==> config.mk <==
export PLATFORM = sky130hd
export DESIGN_NAME = vend_change_fsm_flat
export DESIGN_NICKNAME = d
export VERILOG_FILES = /design/src/rtl/vend_change_fsm_if.sv /design/src/rtl/vend_change_fsm.sv /design/src/flat_wrapper.sv
export SDC_FILE = /design/constraint.sdc
export NUM_CORES = 1
export LEC_CHECK = 0
export CORE_MARGIN = 5
export CORE_UTILIZATION = 35
export CTS_BUF_LIST = sky130_fd_sc_hd__clkbuf_8 sky130_fd_sc_hd__clkbuf_16
export CTS_CLUSTER_SIZE = 10
export DETAILED_ROUTE_END_ITERATION = 12
export SETUP_SLACK_MARGIN = 0.5
export SYNTH_ARGS = -nofsm -noshare
export SYNTH_HDL_FRONTEND = slang
export SYNTH_SLANG_ARGS = --single-unit
==> constraint.sdc <==
create_clock -name clk -period 3.6 [get_ports clk]
set_clock_uncertainty 0.1 [all_clocks]
set_input_delay 0.72 -clock clk [delete_from_list [all_inputs] [get_ports clk]]
set_output_delay 0.72 -clock clk [all_outputs]
set_load 0.01 [all_outputs]
==> src/rtl/vend_change_fsm_if.sv <==
`default_nettype none
// vend_change_fsm_if: coin slots, hopper handshake and status outputs of the vending controller.
// Revision 1.0
interface vend_change_fsm_if #(
  parameter int CREDIT_W = 4
);
  logic                coin_q;
  logic                coin_h;
  logic                coin_p;
  logic                cancel;
  logic                chg_ack;
  logic                item;
  logic                h_change;
  logic                q_change;
  logic                busy;
  logic                coin_reject;
  logic [CREDIT_W-1:0] credit;

  modport master (
    output coin_q, coin_h, coin_p, cancel, chg_ack,
    input  item, h_change, q_change, busy, coin_reject, credit
  );

  modport slave (
    input  coin_q, coin_h, coin_p, cancel, chg_ack,
    output item, h_change, q_change, busy, coin_reject, credit
  );
endinterface
`default_nettype wire

==> src/rtl/vend_change_fsm.sv <==
`default_nettype none
// vend_change_fsm: credit accumulator, single-item vend and greedy coin-at-a-time change payout.
// Revision 1.0
module vend_change_fsm #(
  parameter int PRICE    = 5,
  parameter int CREDIT_W = 4
) (
  input  logic              clk,
  input  logic              reset,
  vend_change_fsm_if.slave  bus
);
  localparam logic [1:0] COLLECT = 2'd0;
  localparam logic [1:0] VEND    = 2'd1;
  localparam logic [1:0] CHANGE  = 2'd2;

  localparam logic [CREDIT_W-1:0] PRICE_C = CREDIT_W'(PRICE);
  localparam logic [CREDIT_W-1:0] TWO_C   = CREDIT_W'(2);
  localparam logic [CREDIT_W-1:0] ONE_C   = CREDIT_W'(1);

  // Headroom for a full 7-farthing handful on top of PRICE-1 credit.
  generate
    if (PRICE < 1 || (PRICE + 6) > ((2 ** CREDIT_W) - 1)) begin : g_bad_params
      $fatal(1, "vend_change_fsm: PRICE/CREDIT_W combination cannot hold maximum credit");
    end
  endgenerate

  logic [1:0]          state;
  logic [1:0]          state_nx;
  logic [CREDIT_W-1:0] credit;
  logic [CREDIT_W-1:0] credit_nx;
  logic                reject;
  logic                reject_nx;
  logic [2:0]          inc;
  logic [CREDIT_W-1:0] sum;
  logic [CREDIT_W-1:0] pay;

  // Coin weights 4/2/1 line up with a plain binary encoding.
  assign inc = {bus.coin_p, bus.coin_h, bus.coin_q};
  assign sum = credit + CREDIT_W'(inc);
  assign pay = (credit >= TWO_C) ? TWO_C : ONE_C;

  always_comb begin
    state_nx  = state;
    credit_nx = credit;
    reject_nx = (inc != 3'd0);
    case (state)
      COLLECT: begin
        if (bus.cancel) begin
          if (credit != '0) begin
            state_nx = CHANGE;
          end
        end else begin
          reject_nx = 1'b0;
          if (sum >= PRICE_C) begin
            state_nx  = VEND;
            credit_nx = sum - PRICE_C;
          end else begin
            credit_nx = sum;
          end
        end
      end
      VEND: begin
        state_nx = (credit == '0) ? COLLECT : CHANGE;
      end
      CHANGE: begin
        if (bus.chg_ack) begin
          credit_nx = credit - pay;
          if (credit == pay) begin
            state_nx = COLLECT;
          end
        end
      end
      default: begin
        state_nx  = COLLECT;
        credit_nx = '0;
      end
    endcase
  end

  always_ff @(posedge clk) begin
    if (reset) begin
      state  <= COLLECT;
      credit <= '0;
      reject <= 1'b0;
    end else begin
      state  <= state_nx;
      credit <= credit_nx;
      reject <= reject_nx;
    end
  end

  assign bus.item        = (state == VEND);
  assign bus.busy        = (state != COLLECT);
  assign bus.h_change    = (state == CHANGE) && (credit >= TWO_C);
  assign bus.q_change    = (state == CHANGE) && (credit == ONE_C);
  assign bus.coin_reject = reject;
  assign bus.credit      = credit;
endmodule
`default_nettype wire
==> src/flat_wrapper.sv <==
// flat-port wrapper written by rule: the top's interface ports become plain ports
module vend_change_fsm_flat 
#(
  parameter int PRICE    = 5,
  parameter int CREDIT_W = 4
)
  (clk, reset, bus_coin_q, bus_coin_h, bus_coin_p, bus_cancel, bus_chg_ack, bus_item, bus_h_change, bus_q_change, bus_busy, bus_coin_reject, bus_credit);
  vend_change_fsm_if #(.CREDIT_W(CREDIT_W)) bus_i ();
  input  logic clk;
  input  logic reset;
  input wire logic [$bits(bus_i.coin_q)-1:0] bus_coin_q;
  input wire logic [$bits(bus_i.coin_h)-1:0] bus_coin_h;
  input wire logic [$bits(bus_i.coin_p)-1:0] bus_coin_p;
  input wire logic [$bits(bus_i.cancel)-1:0] bus_cancel;
  input wire logic [$bits(bus_i.chg_ack)-1:0] bus_chg_ack;
  output wire logic [$bits(bus_i.item)-1:0] bus_item;
  output wire logic [$bits(bus_i.h_change)-1:0] bus_h_change;
  output wire logic [$bits(bus_i.q_change)-1:0] bus_q_change;
  output wire logic [$bits(bus_i.busy)-1:0] bus_busy;
  output wire logic [$bits(bus_i.coin_reject)-1:0] bus_coin_reject;
  output wire logic [$bits(bus_i.credit)-1:0] bus_credit;
  assign bus_i.coin_q = bus_coin_q;
  assign bus_i.coin_h = bus_coin_h;
  assign bus_i.coin_p = bus_coin_p;
  assign bus_i.cancel = bus_cancel;
  assign bus_i.chg_ack = bus_chg_ack;
  assign bus_item = bus_i.item;
  assign bus_h_change = bus_i.h_change;
  assign bus_q_change = bus_i.q_change;
  assign bus_busy = bus_i.busy;
  assign bus_coin_reject = bus_i.coin_reject;
  assign bus_credit = bus_i.credit;
  vend_change_fsm #(.PRICE(PRICE), .CREDIT_W(CREDIT_W)) u_core (.clk(clk), .reset(reset), .bus(bus_i));
endmodule
==> results.tsv <==
stage	metric	value	unit
synthesis	synth_cells	94	
job	maxCapViolations	0	
setup_path	r2r-start	u_core.bus.credit[0]$_SDFFE_PP0P_	
synthesis	synthMuxAreaShare	0	%
placement	post-dp-hpwl	1.56	mm
detailed_routing	via_count	796	
synthesis	yosys.area_share.simple	26.5	%
setup_path	cp-end-kind	register	
clock_tree	cts_setup_buffers	0	
clock_tree	numCtsBuffers	3	
power_and_ir_drop	pwr-share-clk	13.2	%
timing	slew_violations	0	
clock_tree	clock-sinks	7	
setup_path	cp-startpoint	bus_coin_q	
synthesis	yosysWarnings	0	
finish	final_common_cell	clkdlybuf4s50_1	
clock_tree	clkTransAtPathRegs	0.05	ns
floorplan	ioPinCount	16	
synthesis	ys_top_cells_by_area	dfxtp_1 (18%), ha_1 (11%), fa_1 (5.2%)	
clock_tree	cts_tree	done	
finish	drive_above_1_share	12.8	%
synthesis	synth.avg_cell_area	8.24	um2
power_and_ir_drop	p_per_area	837	mW/mm2
timing	min_period	2.86	ns
setup_path	reg2reg_setup_slack	1.00	ns
setup_path	worst-path-stages	9	
detailed_routing	drcViolationCount	0	
setup_path	path_cells	dlymetal6s2s_1 > ha_2 > fa_1 > inv_2 > ha_1 > nor2b_1 > or4_1 > a2111oi_2 > or3_1	
placement	portBuffers	15	
synthesis	synth_ff_type	dfxtp_1	
power_and_ir_drop	p_switching	0.392	mW
timing	setup_tns	0	ns
power_and_ir_drop	power_frac_comb	68.5	%
synthesis	synth_compound_area_share	32.0	%
power_and_ir_drop	pwr-share-seq	18.3	%
clock_tree	insertion_delay	0.23	ns
setup_path	r2r_cells	8	
setup_path	arrival	2.94	ns
floorplan	initial_utilization	35.7	%
timing	rsz0062_at_grt	false	
setup_path	cp-endpoint	u_core.bus.credit[3]$_SDFFE_PP0P_	
finish	final_cell_mix	clkdlybuf4s50_1 (13), dfxtp_1 (7), nor3_1 (6), nand3_1 (6), ha_1 (6)	
timing	worst_pin_slew	0.690	ns
synthesis	syn_nets	110	
detailed_routing	drt_iter0_markers	28	
finish	fin_area	997	um2
synthesis	synth_top_family_by_area	compound AO/OA/AOI/OAI gates	
setup_path	required	3.68	ns
clock_tree	h-tree-depth	1	
run_status	status	finished, final reports clean	
synthesis	async_reset_ff_share	0	%
detailed_routing	final_antenna_net_count	0	
placement	routabilityCongestion	0.807	
detailed_routing	post_drt_wl_per_cell	14.7	um
finish	layout.nets	126	
setup_path	start_kind	input port	
power_and_ir_drop	peakVddDrop	0.000340	V
global_route	grt-ovfl-total	0	
power_and_ir_drop	p_leak	0.398	nW
synthesis	synth_seq_cells	7	
setup_path	crit_path_max_fanout	3	
timing	hold_viol_final	0	
setup_path	cp_slowest_cell	fa_1	
global_route	track_usage	12.7	%
synthesis	synth_area	774	um2
floorplan	num_rows	17	
setup_path	crit_type	in2reg	
detailed_routing	wl	2.01	mm
floorplan	die_x	57.0	um
synthesis	synth-xor-area-share	1.13	%
setup_path	rr_endpoint	u_core.bus.credit[3]$_SDFFE_PP0P_	
synthesis	seq_area_frac_synth	18.1	%
detailed_routing	first_pass_iters	4	
synthesis	ys_types	41	
timing	period_share	79.5	%
finish	antenna_cells	0	
hold_path	min_path_type	reg2reg	
synthesis	synth_top_area_share	18.1	%
timing	slew_headroom	53.7	%
floorplan	die_h	57.0	um
floorplan	coreArea	0.00217	mm2
synthesis	synth-edff-count	0	
global_route	grt_pass1_wl	3.25	mm
clock_tree	clock-root-buffer	clkbuf_8	
timing	setup_viol	0	
synthesis	yosysTopAreaCell	dfxtp_1	
setup_path	worst_path_largest_cell_delay	0.57	ns
power_and_ir_drop	internal_power	0.443	mW
setup_path	cp_top_family	adder cells	
hold_path	hold_depth	2	
global_route	grt_antenna_before_repair	0	
finish	area_growth	28.8	%
synthesis	synth_fa_ha_area_share	16.5	%
clock_tree	cts_buffer_depth	2	
global_route	grt_pass1_vias	737	
timing	hold_ws	0.523	ns
placement	dpl-instance-area	937	um2
timing	timing.fmax	349	MHz
setup_path	crit_buf_inv	2	
global_route	grt_max_degree	13	
floorplan	die_area	0.00325	mm2
clock_tree	postCtsHoldBufs	0	
power_and_ir_drop	p_sw_share	46.9	%
detailed_routing	viasPerCell	5.81	
[flip-flops by register name, summed over array words and instances (netlist names)]
| register | cells |
|---|---|
| u_core.bus.credit | 4 |
| u_core.state | 2 |
| u_core.bus.coin_reject | 1 |
[power groups by stage]
stage | sequential (mW) | clock [mW] | combinational [mW]
global route | 0.160 | 0.117 | 0.637
finish | 0.153 | 0.111 | 0.572
global placement | 0.156 | 0 | 0.551
CTS | 0.152 | 0.114 | 0.564
detailed placement | 0.154 | 0 | 0.559
floorplan | 0.145 | 0 | 0.404
[worst min-delay path, delay by kind of cell (launching register included)]
kind / cells / cell delay, ns
AO/OA/AOI/OAI: 2 / 0.23
flip-flops: 1 / 0.34
[per-stage QoR]
step | setup WS [ns] | std cells | utilization [%] | power [mW]
after floorplan | 0.780 | 94 | - | 0.548
after global placement | 0.243 | 133 | 43.2 | 0.707
after detailed placement | 0.187 | 133 | 43.2 | 0.713
after CTS | 0.516 | 137 | 45.3 | 0.830
after global routing | 0.602 | 137 | 46.0 | 0.914
final | 0.738 | 137 | 46.0 | 0.835
[routing by layer]
| metal | GRT usage (%) | routed length [um] | vias up |
|---|---|---|---|
| met4 | 9.60 | 57 | 0 |
| met2 | 18.9 | 918 | 24 |
| met1 | 16.3 | 943 | 374 |
| li1 | - | - | 394 |
| met3 | 2.26 | 91 | 4 |
| met5 | 0 | 0 | - |
[how the worst min path moves through the flow]
| stage | slack, ns | from | endpoint |
|---|---|---|---|
| CTS | 0.52 | u_core.bus.credit[0]$_SDFFE_PP0P_ | u_core.state[1]$_SDFFE_PP0P_ |
| floorplan | 0.50 | u_core.bus.credit[0]$_SDFFE_PP0P_ | u_core.state[1]$_SDFFE_PP0P_ |
| global placement | 0.51 | u_core.bus.credit[0]$_SDFFE_PP0P_ | u_core.state[1]$_SDFFE_PP0P_ |
| global route | 0.56 | u_core.bus.credit[0]$_SDFFE_PP0P_ | u_core.state[1]$_SDFFE_PP0P_ |
| detailed placement | 0.51 | u_core.bus.credit[0]$_SDFFE_PP0P_ | u_core.state[1]$_SDFFE_PP0P_ |
| finish | 0.52 | u_core.bus.credit[0]$_SDFFE_PP0P_ | u_core.state[1]$_SDFFE_PP0P_ |
[area by class of cell]
type	count	area [um2]
timing repair buffer	15	155
sequential	7	140
tap	28	35.0
clock buffer	3	41.3
inverter	6	22.5
fill	235	1170
clock inverter	1	5.00
multi-input combinational	77	598
[what timing repair did]
| action | CTS | global route |
|---|---|---|
| pin swaps | 1 | 3 |
| endpoints found under the setup margin | 1 | 1 |
| resized for setup | 0 | 6 |
[synth_stat cells, types with 2 or more instances]
cell type and instances:
nor2b_1 3, nand3_1 6, a311oi_1 2, clkbuf_1 3, nor2_1 5, a21oi_1 4, or2_2 2, nand2b_1 3
ha_1 7, o21ai_0 5, a31oi_1 2, or3_1 2, fa_1 2, inv_1 6, or4_1 2, nor3_1 6
dfxtp_1 7, a2111oi_0 2, a211oi_1 3
[kinds of logic (layout without fill, tap and decap cells)]
family                     count (synthesis)  in the layout
xor gates and xnor gates                   1              1
DFF                                        7              7
and+or+nand+nor                           36             36
adders and majority gates                  9              9
AOI/OAI and AO/OA                         31             31
buffers and inverters                     10             25
Note: power is estimated with default switching activity, not from simulation.
